## config.mk

```make
export PLATFORM = sky130hd
export DESIGN_NAME = pipe_hazard_ctrl_flat
export DESIGN_NICKNAME = d
export VERILOG_FILES = /design/src/rtl/pipe_hazard_ctrl_pkg.sv /design/src/rtl/pipe_hazard_ctrl_if.sv /design/src/rtl/pipe_hazard_ctrl_mdu_busy_cnt.sv /design/src/rtl/pipe_hazard_ctrl.sv /design/src/flat_wrapper.sv
export SDC_FILE = /design/constraint.sdc
export NUM_CORES = 1
export LEC_CHECK = 0
export CAP_MARGIN = 20
export CORE_ASPECT_RATIO = 0.6
export CORE_MARGIN = 4
export CORE_UTILIZATION = 35
export CTS_CLUSTER_DIAMETER = 150
export DETAILED_ROUTE_END_ITERATION = 8
export PLACE_DENSITY = 0.66
export SETUP_SLACK_MARGIN = 0.5
export SLEW_MARGIN = 20
export SYNTH_ARGS = -nofsm -noshare
export SYNTH_HDL_FRONTEND = slang
export SYNTH_SLANG_ARGS = --single-unit
```

## constraint.sdc

```tcl
create_clock -name clk -period 1.9 [get_ports clk]
set_input_delay 0.19 -clock clk [delete_from_list [all_inputs] [get_ports clk]]
set_output_delay 0.19 -clock clk [all_outputs]
set_load 0.005 [all_outputs]
```

## src/rtl/pipe_hazard_ctrl_pkg.sv

```systemverilog
// ---------------------------------------------------------------------------
// pipe_hazard_ctrl_pkg
// Shared pipeline definitions for the hazard controller: controller state
// encoding, register-number width, the hard-wired zero register and a small
// operand-match helper used by the load-use detector.
// ---------------------------------------------------------------------------
package pipe_hazard_ctrl_pkg;

    localparam int REG_W = 5;
    localparam logic [REG_W-1:0] R0 = '0;

    typedef enum logic {
        RUN      = 1'b0,
        MEM_WAIT = 1'b1
    } hz_state_t;

    // True when the ID instruction actually reads 'src' and it equals 'dst'.
    function automatic logic srcMatch(input logic uses,
                                      input logic [REG_W-1:0] src,
                                      input logic [REG_W-1:0] dst);
        return uses && (src == dst);
    endfunction

endpackage

```

## src/rtl/pipe_hazard_ctrl_if.sv

```systemverilog
// ---------------------------------------------------------------------------
// pipe_hazard_ctrl_if
// Bundles the pipeline-side signals of the hazard controller.
//   master : pipeline side, drives stage status, receives stall/flush controls
//   slave  : hazard controller, the reverse
// Inputs to the controller : RsD, RtD, UsesRsD, UsesRtD, WriteRegE, MemReadE,
//                            MduStartE, MduUseD, BranchTakenD, DMemReqM,
//                            DMemReadyM
// Outputs of the controller: PC_Stall, IF_Stall, IF_Flush, ID_EX_Stall,
//                            ID_EX_Flush, EX_MEM_Stall, MEM_WB_Flush,
//                            MduBusy, MemErr, StallCount[CNT_W]
// ---------------------------------------------------------------------------
interface pipe_hazard_ctrl_if #(parameter int CNT_W = 16);
    import pipe_hazard_ctrl_pkg::*;

    logic [REG_W-1:0] RsD;
    logic [REG_W-1:0] RtD;
    logic             UsesRsD;
    logic             UsesRtD;
    logic [REG_W-1:0] WriteRegE;
    logic             MemReadE;
    logic             MduStartE;
    logic             MduUseD;
    logic             BranchTakenD;
    logic             DMemReqM;
    logic             DMemReadyM;

    logic             PC_Stall;
    logic             IF_Stall;
    logic             IF_Flush;
    logic             ID_EX_Stall;
    logic             ID_EX_Flush;
    logic             EX_MEM_Stall;
    logic             MEM_WB_Flush;
    logic             MduBusy;
    logic             MemErr;
    logic [CNT_W-1:0] StallCount;

    modport master (
        output RsD, RtD, UsesRsD, UsesRtD, WriteRegE, MemReadE, MduStartE,
               MduUseD, BranchTakenD, DMemReqM, DMemReadyM,
        input  PC_Stall, IF_Stall, IF_Flush, ID_EX_Stall, ID_EX_Flush,
               EX_MEM_Stall, MEM_WB_Flush, MduBusy, MemErr, StallCount
    );

    modport slave (
        input  RsD, RtD, UsesRsD, UsesRtD, WriteRegE, MemReadE, MduStartE,
               MduUseD, BranchTakenD, DMemReqM, DMemReadyM,
        output PC_Stall, IF_Stall, IF_Flush, ID_EX_Stall, ID_EX_Flush,
               EX_MEM_Stall, MEM_WB_Flush, MduBusy, MemErr, StallCount
    );

endinterface

```

## src/rtl/pipe_hazard_ctrl_mdu_busy_cnt.sv

```systemverilog
// ---------------------------------------------------------------------------
// mdu_busy_cnt
// Tracks how long the multiply/divide unit stays occupied. A load restarts
// the count at MDU_LATENCY-1; otherwise it counts down to zero and stops.
// Ports:
//   clk     in   pipeline clock
//   rst_n   in   asynchronous active-low reset
//   i_load  in   an MDU op is issued from EX this cycle
//   o_busy  out  count is non-zero
// ---------------------------------------------------------------------------
module mdu_busy_cnt
    import pipe_hazard_ctrl_pkg::*;
#(
    parameter int MDU_LATENCY = 4
) (
    input  logic clk,
    input  logic rst_n,
    input  logic i_load,
    output logic o_busy
);

    localparam int CW = $clog2(MDU_LATENCY);
    localparam logic [CW-1:0] RELOAD = CW'(MDU_LATENCY - 1);

    logic [CW-1:0] r_count;

    // A new issue always wins, so a start while busy simply restarts the count.
    always_ff @(posedge clk or negedge rst_n) begin
        if (!rst_n) begin
            r_count <= '0;
        end else if (i_load) begin
            r_count <= RELOAD;
        end else if (r_count != '0) begin
            r_count <= r_count - 1'b1;
        end
    end

    assign o_busy = (r_count != '0);

endmodule

```

## src/rtl/pipe_hazard_ctrl.sv

```systemverilog
// ---------------------------------------------------------------------------
// pipe_hazard_ctrl
// Central stall/flush controller for the 5-stage pipeline. Resolves memory
// waits, MDU interlocks, load-use hazards and taken branches (in that
// priority) into stage stall/flush controls, tracks MDU busy time, flags
// data-memory timeouts and counts PC stall cycles.
// Ports:
//   clk    in   pipeline clock, rising edge
//   rst_n  in   asynchronous active-low reset
//   hz     slave modport of pipe_hazard_ctrl_if (stage status in,
//          stall/flush controls, MduBusy, MemErr, StallCount out)
// ---------------------------------------------------------------------------
module pipe_hazard_ctrl
    import pipe_hazard_ctrl_pkg::*;
#(
    parameter int MDU_LATENCY = 4,
    parameter int MEM_TIMEOUT = 255,
    parameter int CNT_W       = 16
) (
    input  logic               clk,
    input  logic               rst_n,
    pipe_hazard_ctrl_if.slave  hz
);

    localparam int WAIT_W = $clog2(MEM_TIMEOUT + 1);
    localparam logic [WAIT_W-1:0] WAIT_LIMIT = WAIT_W'(MEM_TIMEOUT);

    hz_state_t         r_state;
    hz_state_t         w_nextState;
    logic [WAIT_W-1:0] r_waitCnt;
    logic [WAIT_W-1:0] w_waitNext;
    logic              r_memErr;
    logic [CNT_W-1:0]  r_stallCnt;

    logic w_memWait;
    logic w_loadUse;
    logic w_mduHaz;
    logic w_mduBusy;
    logic w_mduLoad;

    logic w_pcStall;
    logic w_ifStall;
    logic w_ifFlush;
    logic w_idExStall;
    logic w_idExFlush;
    logic w_exMemStall;
    logic w_memWbFlush;

    // Hazard conditions. The memory wait does not depend on the FSM state so
    // the stall lands in the same cycle the request goes out.
    assign w_memWait = hz.DMemReqM & ~hz.DMemReadyM;
    assign w_loadUse = hz.MemReadE && (hz.WriteRegE != R0) &&
                       (srcMatch(hz.UsesRsD, hz.RsD, hz.WriteRegE) ||
                        srcMatch(hz.UsesRtD, hz.RtD, hz.WriteRegE));
    assign w_mduHaz  = w_mduBusy & hz.MduUseD;

    always_ff @(posedge clk or negedge rst_n) begin
        if (!rst_n) begin
            r_state <= RUN;
        end else begin
            r_state <= w_nextState;
        end
    end

    always_comb begin
        w_nextState = r_state;
        case (r_state)
            RUN:      if (w_memWait)     w_nextState = MEM_WAIT;
            MEM_WAIT: if (hz.DMemReadyM) w_nextState = RUN;
            default:                     w_nextState = RUN;
        endcase
    end

    // Reset forces the front-end flushes so the IF/ID and ID/EX registers
    // hold bubbles. A branch under any stall is left alone: ID is held and
    // the branch re-resolves next cycle.
    always_comb begin
        w_pcStall    = 1'b0;
        w_ifStall    = 1'b0;
        w_ifFlush    = 1'b0;
        w_idExStall  = 1'b0;
        w_idExFlush  = 1'b0;
        w_exMemStall = 1'b0;
        w_memWbFlush = 1'b0;
        if (!rst_n) begin
            w_ifFlush   = 1'b1;
            w_idExFlush = 1'b1;
        end else if (w_memWait) begin
            w_pcStall    = 1'b1;
            w_ifStall    = 1'b1;
            w_idExStall  = 1'b1;
            w_exMemStall = 1'b1;
            w_memWbFlush = 1'b1;
        end else if (w_mduHaz || w_loadUse) begin
            w_pcStall   = 1'b1;
            w_ifStall   = 1'b1;
            w_idExFlush = 1'b1;
        end else if (hz.BranchTakenD) begin
            w_ifFlush = 1'b1;
        end
    end

    // An MDU op frozen in EX by a memory wait has not really issued yet.
    assign w_mduLoad = hz.MduStartE & ~w_exMemStall;

    mdu_busy_cnt #(
        .MDU_LATENCY (MDU_LATENCY)
    ) u_mdu_busy_cnt (
        .clk    (clk),
        .rst_n  (rst_n),
        .i_load (w_mduLoad),
        .o_busy (w_mduBusy)
    );

    // The wait counter saturates at the limit; MemErr is sticky until reset.
    assign w_waitNext = (r_state == MEM_WAIT) ?
                        ((r_waitCnt == WAIT_LIMIT) ? r_waitCnt : r_waitCnt + 1'b1) :
                        '0;

    always_ff @(posedge clk or negedge rst_n) begin
        if (!rst_n) begin
            r_waitCnt  <= '0;
            r_memErr   <= 1'b0;
            r_stallCnt <= '0;
        end else begin
            r_waitCnt <= w_waitNext;
            if (w_waitNext == WAIT_LIMIT) begin
                r_memErr <= 1'b1;
            end
            if (w_pcStall && (r_stallCnt != '1)) begin
                r_stallCnt <= r_stallCnt + 1'b1;
            end
        end
    end

    assign hz.PC_Stall     = w_pcStall;
    assign hz.IF_Stall     = w_ifStall;
    assign hz.IF_Flush     = w_ifFlush;
    assign hz.ID_EX_Stall  = w_idExStall;
    assign hz.ID_EX_Flush  = w_idExFlush;
    assign hz.EX_MEM_Stall = w_exMemStall;
    assign hz.MEM_WB_Flush = w_memWbFlush;
    assign hz.MduBusy      = w_mduBusy;
    assign hz.MemErr       = r_memErr;
    assign hz.StallCount   = r_stallCnt;

endmodule

```

## src/flat_wrapper.sv

```systemverilog
// flat-port wrapper written by rule: the top's interface ports become plain ports
module pipe_hazard_ctrl_flat import pipe_hazard_ctrl_pkg::*;
#(
    parameter int MDU_LATENCY = 4,
    parameter int MEM_TIMEOUT = 255,
    parameter int CNT_W       = 16
)
  (clk, rst_n, hz_RsD, hz_RtD, hz_UsesRsD, hz_UsesRtD, hz_WriteRegE, hz_MemReadE, hz_MduStartE, hz_MduUseD, hz_BranchTakenD, hz_DMemReqM, hz_DMemReadyM, hz_PC_Stall, hz_IF_Stall, hz_IF_Flush, hz_ID_EX_Stall, hz_ID_EX_Flush, hz_EX_MEM_Stall, hz_MEM_WB_Flush, hz_MduBusy, hz_MemErr, hz_StallCount);
  pipe_hazard_ctrl_if #(.CNT_W(CNT_W)) hz_i ();
  input  logic clk;
  input  logic rst_n;
  input wire logic [$bits(hz_i.RsD)-1:0] hz_RsD;
  input wire logic [$bits(hz_i.RtD)-1:0] hz_RtD;
  input wire logic [$bits(hz_i.UsesRsD)-1:0] hz_UsesRsD;
  input wire logic [$bits(hz_i.UsesRtD)-1:0] hz_UsesRtD;
  input wire logic [$bits(hz_i.WriteRegE)-1:0] hz_WriteRegE;
  input wire logic [$bits(hz_i.MemReadE)-1:0] hz_MemReadE;
  input wire logic [$bits(hz_i.MduStartE)-1:0] hz_MduStartE;
  input wire logic [$bits(hz_i.MduUseD)-1:0] hz_MduUseD;
  input wire logic [$bits(hz_i.BranchTakenD)-1:0] hz_BranchTakenD;
  input wire logic [$bits(hz_i.DMemReqM)-1:0] hz_DMemReqM;
  input wire logic [$bits(hz_i.DMemReadyM)-1:0] hz_DMemReadyM;
  output wire logic [$bits(hz_i.PC_Stall)-1:0] hz_PC_Stall;
  output wire logic [$bits(hz_i.IF_Stall)-1:0] hz_IF_Stall;
  output wire logic [$bits(hz_i.IF_Flush)-1:0] hz_IF_Flush;
  output wire logic [$bits(hz_i.ID_EX_Stall)-1:0] hz_ID_EX_Stall;
  output wire logic [$bits(hz_i.ID_EX_Flush)-1:0] hz_ID_EX_Flush;
  output wire logic [$bits(hz_i.EX_MEM_Stall)-1:0] hz_EX_MEM_Stall;
  output wire logic [$bits(hz_i.MEM_WB_Flush)-1:0] hz_MEM_WB_Flush;
  output wire logic [$bits(hz_i.MduBusy)-1:0] hz_MduBusy;
  output wire logic [$bits(hz_i.MemErr)-1:0] hz_MemErr;
  output wire logic [$bits(hz_i.StallCount)-1:0] hz_StallCount;
  assign hz_i.RsD = hz_RsD;
  assign hz_i.RtD = hz_RtD;
  assign hz_i.UsesRsD = hz_UsesRsD;
  assign hz_i.UsesRtD = hz_UsesRtD;
  assign hz_i.WriteRegE = hz_WriteRegE;
  assign hz_i.MemReadE = hz_MemReadE;
  assign hz_i.MduStartE = hz_MduStartE;
  assign hz_i.MduUseD = hz_MduUseD;
  assign hz_i.BranchTakenD = hz_BranchTakenD;
  assign hz_i.DMemReqM = hz_DMemReqM;
  assign hz_i.DMemReadyM = hz_DMemReadyM;
  assign hz_PC_Stall = hz_i.PC_Stall;
  assign hz_IF_Stall = hz_i.IF_Stall;
  assign hz_IF_Flush = hz_i.IF_Flush;
  assign hz_ID_EX_Stall = hz_i.ID_EX_Stall;
  assign hz_ID_EX_Flush = hz_i.ID_EX_Flush;
  assign hz_EX_MEM_Stall = hz_i.EX_MEM_Stall;
  assign hz_MEM_WB_Flush = hz_i.MEM_WB_Flush;
  assign hz_MduBusy = hz_i.MduBusy;
  assign hz_MemErr = hz_i.MemErr;
  assign hz_StallCount = hz_i.StallCount;
  pipe_hazard_ctrl #(.MDU_LATENCY(MDU_LATENCY), .MEM_TIMEOUT(MEM_TIMEOUT), .CNT_W(CNT_W)) u_core (.clk(clk), .rst_n(rst_n), .hz(hz_i));
endmodule
```

# After elaboration in Yosys (flattened, before gate mapping)
# Index checks and enable logic that the tools add are counted.
# totals
ff_bits	28
wordCells	46
out_inout_bits	25
inputBits	25
# classes
bitwise_logic	6
n_eq_ne	5
n_addsub	3
n_mux	17
n_reduce_logical	10
# op_table
op	n
$add 16x1->16 const B	1
$eq 8x8->1 const B	2
$mux 8	2
$ne 16x16->1 const B	1
$mux 1	12
$eq 5x5->1	2
$add 8x1->8 const B	1
$logic_and 1x1->1	5
$reduce_bool 5->1	1
$mux 2	2
$reduce_bool 2->1	2
$and 1x1->1	3
$not 1->1	3
$logic_or 1x1->1	2
$pmux 1 s2	1
$sub 2x1->2 const B	1

# Depth between registers and ports, before layout
# depth
word_depth	9
depth_mapped	8
ltp_nobuf	7

# Modules after synthesis
# A second synthesis with hierarchy kept.
# hier_totals
hier_cells	164
hier_area_um2	1616.6
# by_module_without_submodules
mod	instances	seq_area_each_um2	cells_each	area_each_um2
pipe_hazard_ctrl	1	650.6	153	1506.4
mdu_busy_cnt	1	50.0	11	110.1

# Worst setup path before layout
# OpenSTA, ideal clock, no wires.
# synth_path
path_type	register to register
start	register u_core.r_waitCnt[0]
end	register u_core.r_memErr, in the netlist u_core.hz.MemErr
required_ns	1.780
path_slack_ns	0.127
stages_incl_launch_ff	9
setup_time_ns	0.120
arrival_ns	1.653
synth_period_minus_slack_ns	1.773
n_path_buf	1
cell_sequence	dfrtp_1 ha_1 and3_1 clkbuf_1 nand3_1 nand3_1 xor2_1 nor2_1 a41o_1
# synth_via
elab_chain_len	4
elab_cells_between_ends	5
cone_classes	add/sub (1); eq/ne (2); mux (2)
# synth_lines
element	line	source
start: declaration	pipe_hazard_ctrl.sv:30	logic [WAIT_W-1:0] r_waitCnt;
start signal: assignment	pipe_hazard_ctrl.sv:126	r_waitCnt <= w_waitNext;
$add 8x1->8 or $eq 8x8->1 (tied branches)	pipe_hazard_ctrl.sv:117	((r_waitCnt == WAIT_LIMIT) ? r_waitCnt : r_waitCnt + 1'b1) :
$mux 8 (*)	pipe_hazard_ctrl.sv:117	
$mux 8 (*)	pipe_hazard_ctrl.sv:116	assign w_waitNext = (r_state == MEM_WAIT) ?
named net u_core.w_waitNext[5]	pipe_hazard_ctrl.sv:31	logic [WAIT_W-1:0] w_waitNext;
$eq 8x8->1 (*)	pipe_hazard_ctrl.sv:127	if (w_waitNext == WAIT_LIMIT) begin
end signal: assignment	pipe_hazard_ctrl.sv:123	r_memErr <= 1'b0;
end signal: assignment	pipe_hazard_ctrl.sv:128	r_memErr <= 1'b1;
end: declaration	pipe_hazard_ctrl.sv:32	logic r_memErr;
# The timed path passes the listed nets; every way through them passes the cells marked *.
# A chain may end at the register's enable or synchronous reset.

# Worst setup path after layout
# layout_path
start	input hz_WriteRegE[0]
end	output hz_IF_Stall
# layout_via
elab_chain_len	8
elab_cells_between_ends	12
cone_classes	eq/ne (2); mux (3); reduce/logical (7)
# layout_lines
element	line	source
start: declaration	flat_wrapper.sv:16	input wire logic [$bits(hz_i.WriteRegE)-1:0] hz_WriteRegE;
$eq 5x5->1	pipe_hazard_ctrl_pkg.sv:21	return uses && (src == dst);
$logic_and 1x1->1	pipe_hazard_ctrl_pkg.sv:21	
$logic_or 1x1->1	pipe_hazard_ctrl.sv:53	(srcMatch(hz.UsesRsD, hz.RsD, hz.WriteRegE) ||
$logic_and 1x1->1 (*)	pipe_hazard_ctrl.sv:52	assign w_loadUse = hz.MemReadE && (hz.WriteRegE != R0) &&
$logic_or 1x1->1 (*)	pipe_hazard_ctrl.sv:94	end else if (w_mduHaz || w_loadUse) begin
$mux 1 (*)	pipe_hazard_ctrl.sv:94	
$mux 1 (*)	pipe_hazard_ctrl.sv:88	end else if (w_memWait) begin
$mux 1 (*)	pipe_hazard_ctrl.sv:85	if (!rst_n) begin
end: declaration	flat_wrapper.sv:24	output wire logic [$bits(hz_i.IF_Stall)-1:0] hz_IF_Stall;
# Every way passes the cells marked *; elsewhere a longest branch is shown, timed or not.

==> summary.md <==
| Metric | Value |
|---|---|
| Period utilisation layout | 90.4% |
| I/O pins | 50 |
| Mean Syn Cell Area | roughly 9.8 sq um |
| Max-Cap Viols | 0 |
| Pin count of the biggest net entering global routing | 29 |
| Root buffer cell | clkbuf_8 |
| Asr flop ratio synth | 100% |
| Area contributors post-synth | dfrtp_1 (44%), xnor2_1 (14%), nand3_1 (4.4%), and3_1 (4.0%), nand4_1 (3.2%) |
| CP arrival | approximately 1.5 ns |
| Worst EP required | between 1.5 and 2 ns |
| Area of the die | around 5700 sq um |
| Logic pwr share | 39.6% |
| Final critical-path required period | 1.72 ns |
| Total grt overflow | 0 |
| Area of the mapped netlist | ~1600 sq um |
| PD cells | 685 nW/um^2 |
| Number of synthesized flops with an enable pin | 0 |
| Register area | around 700 sq um |
| Clock power frac | about 20% |
| Top_reg_cell synth | dfrtp_1 |
| Number of core rows | 18 |
| Switching part of the total | around 30% |
| Total CTS buffers | 3 |
| Post-synth top area share | 44.5% |
| Sink Count | 28 |
| Die Ht | 60.0 um |
| Crit path max-delay family | simple AND/OR/NAND/NOR gates |
| Multi-input logic area | roughly 1000 sq um |
| Status | complete, no violations |
| CP Buf/Inv Count | 3 |
| RSZ-0062 raised after global routing | true |
| Initial Util | 37.4% |
| Die width | between 90 and 100 um |
| Max VDD drop | around 0.32 mV |
| Global-route wire length before repair | ~7200 um |
| Critical Path Slowest Stage Cell | or4_4 |
| Setup violations, final | 0 |
| Final Hold Viols | 0 |
| Nets | approximately 280 |
| Int Pwr | around 1.3 mW |
| Routed wire per std cell | roughly 15 um |
| Clk buf depth | 2 |
| Crit path max fanout | 4 |
| Final Instance Area | 2690 sq um |
| CTS Hold Buffers Added | 0 |
| Reg power frac | 40.6% |
| Cell taking the most area after synthesis | dfrtp_1 |
| Vias/cell | around 5 |
| Worst skew pair latency | around 0.27 ns |
| Post-synthesis sequential area ratio | ~44% |
| DP Area | about 2300 sq um |
| Initial DRC count | 25 |
| P_sw | 0.552 mW |
| Crit-path max cell delay | between 0.5 and 0.6 ns |
| Core area | 4210 sq um |
| Synth Warn # | 0 |
| Nature of the critical path startpoint | input pin |
| CP Class | in2out |
| Relative slew slack | 72.5% |
| Gr usage total | between 10% and 20% |
| Share of layout cells above drive strength 1 | 37.5% |
| Vias in the first global route | 1,574 |
| Final Total Pwr | 1.84 mW |
| Residual DRC count | 0 |
| Synth-to-Final Area Change | 70.9% |
| CTS tree | built |
| GP Congestion | between 0.8 and 0.9 |
| Antenna Cells | 0 |
| Total iterations of the first detailed-routing run | 4 |
| Worst-Margin Slew | between 0.4 and 0.5 ns |
| Slew Limit Fails | 0 |
| Syn Inst Count | 160 |
| Critical-path cell list | buf_6 > or4_4 > o21a_1 > buf_4 > a31o_4 > buf_6 |
| Leak pwr | between 1 and 1.5 nW |
| Initial antenna violation count | 0 |
| Most frequent cell after synthesis | dfrtp_1 |
| CP Capture Type | output pin |
| CTS clk-pin slew, worst paths | approximately 0.090 ns |
| Vias | 1,565 |
| Synth cell count leaders | dfrtp_1 (28), xnor2_1 (25), nand3_1 (14) |
| Drt total wl | roughly 4600 um |
| Final clock skew | between 0.002 and 0.003 ns |
| Synth cell types | 37 |
| Final ANT Viol Nets | 0 |
| Port Buffers | 49 |
| Mapped Nets | between 150 and 200 |
| Fill cell count | ~350 |
| Final HPWL DP | roughly 3200 um |
| Fmax | between 0.5 and 0.6 GHz |
| CTS H-tree depth | 1 |
| Seq cells post-synth | 28 |
| Worst min path class | in2reg |
| Crit-path most repeated cell | buf_6 |
## layer usage
layer	track usage, %	up-vias	wire, um
li1	-	750	-
met1	21.1	755	2100
met2	26.8	52	2150
met3	4.28	8	258
met4	4.93	0	66
met5	0	-	0
## area by class of cell
type,count,area share [%]
multi-input combinational,119,36.9
timing repair buffer,95,31.2
sequential,28,26.1
tap,60,2.79
clock buffer,4,2.04
inverter,7,0.976
## flip-flops by register name, summed over array words and instances, names as in the netlist
name                           flops
u_core.hz.StallCount              16
u_core.r_state                     1
u_core.r_waitCnt                   8
u_core.hz.MemErr                   1
u_core.u_mdu_busy_cnt.r_count      2
## worst paths after layout
kind,start,to,slack (ns),cells after the start
worst min register to register,u_core.hz.MemErr,u_core.hz.MemErr,0.48,1
min in group asynchronous,rst_n,u_core.hz.StallCount[15],0.31,2
max in group asynchronous,rst_n,u_core.r_waitCnt[4],1.31,2
worst min-delay path,hz_DMemReadyM,u_core.r_state,0.26,2
worst max-delay path,hz_WriteRegE[0],hz_IF_Stall,0.18,6
worst max register to register,u_core.u_mdu_busy_cnt.r_count[1],u_core.hz.StallCount[10],0.31,8
## logic make-up after synthesis
| group | share of synthesized area (%) |
|---|---|
| mux | 1.99 |
| flops | 44.5 |
| compound gates | 9.53 |
| buf+inv | 4.37 |
| simple gates | 22.2 |
| xor+xnor | 15.0 |
| fa+ha+maj | 2.38 |
## power groups by stage
stage / Combinational, mW / Sequential, mW / Clock (mW)
after floorplan: 0.253 / 0.782 / 0
after global placement: 0.535 / 0.794 / 0
after detailed placement: 0.549 / 0.803 / 0
after CTS: 0.679 / 0.745 / 0.378
after global routing: 0.805 / 0.760 / 0.412
final: 0.730 / 0.748 / 0.365
## per-stage QoR
stage               utilization [%]  std cells  TNS [ns]  hold WS [ns]  worst slack (ns)
finish                         63.9        313         0         0.264             0.183
detailed placement             54.7        278     -7.12         0.461            -0.551
global route                   63.9        313         0         0.267             0.156
CTS                            59.9        302         0         0.255             0.184
floorplan                         -        160         0        -0.106             0.275
global placement               54.7        278     -6.18         0.459            -0.469
## cells in the final DEF (no fill, tap or decap), types with 2 or more instances in the layout
cell / n
buf_4: 39
dfrtp_1: 27
xnor2_1: 22
dlygate4sd2_1: 21
buf_6: 10
nand3_2: 9
nand2_1: 9
nor2_1: 8
nand4_1: 8
clkdlybuf4s50_1: 8
dlymetal6s2s_1: 8
and3_1: 7
inv_1: 5
buf_2: 5
nand3_1: 4
clkbuf_8: 4
a31oi_1: 3
o21ai_0: 3
xnor2_2: 3
inv_2: 2
and3_4: 2
nor3_1: 2
nand3_4: 2
and2_4: 2
xor2_1: 2
a21oi_1: 2
mux2i_1: 2
nor2b_4: 2
o21a_1: 2
o211ai_1: 2
ha_4: 2
clkdlybuf4s15_1: 2
## what timing repair did
item | CTS | global route
setup buffers | 20 | 11
cloned | 0 | 0
pin swaps | 22 | 4
setup endpoints to repair | 38 | 33
resized for setup | 84 | 23
Note: power is estimated with default switching activity, not from simulation.
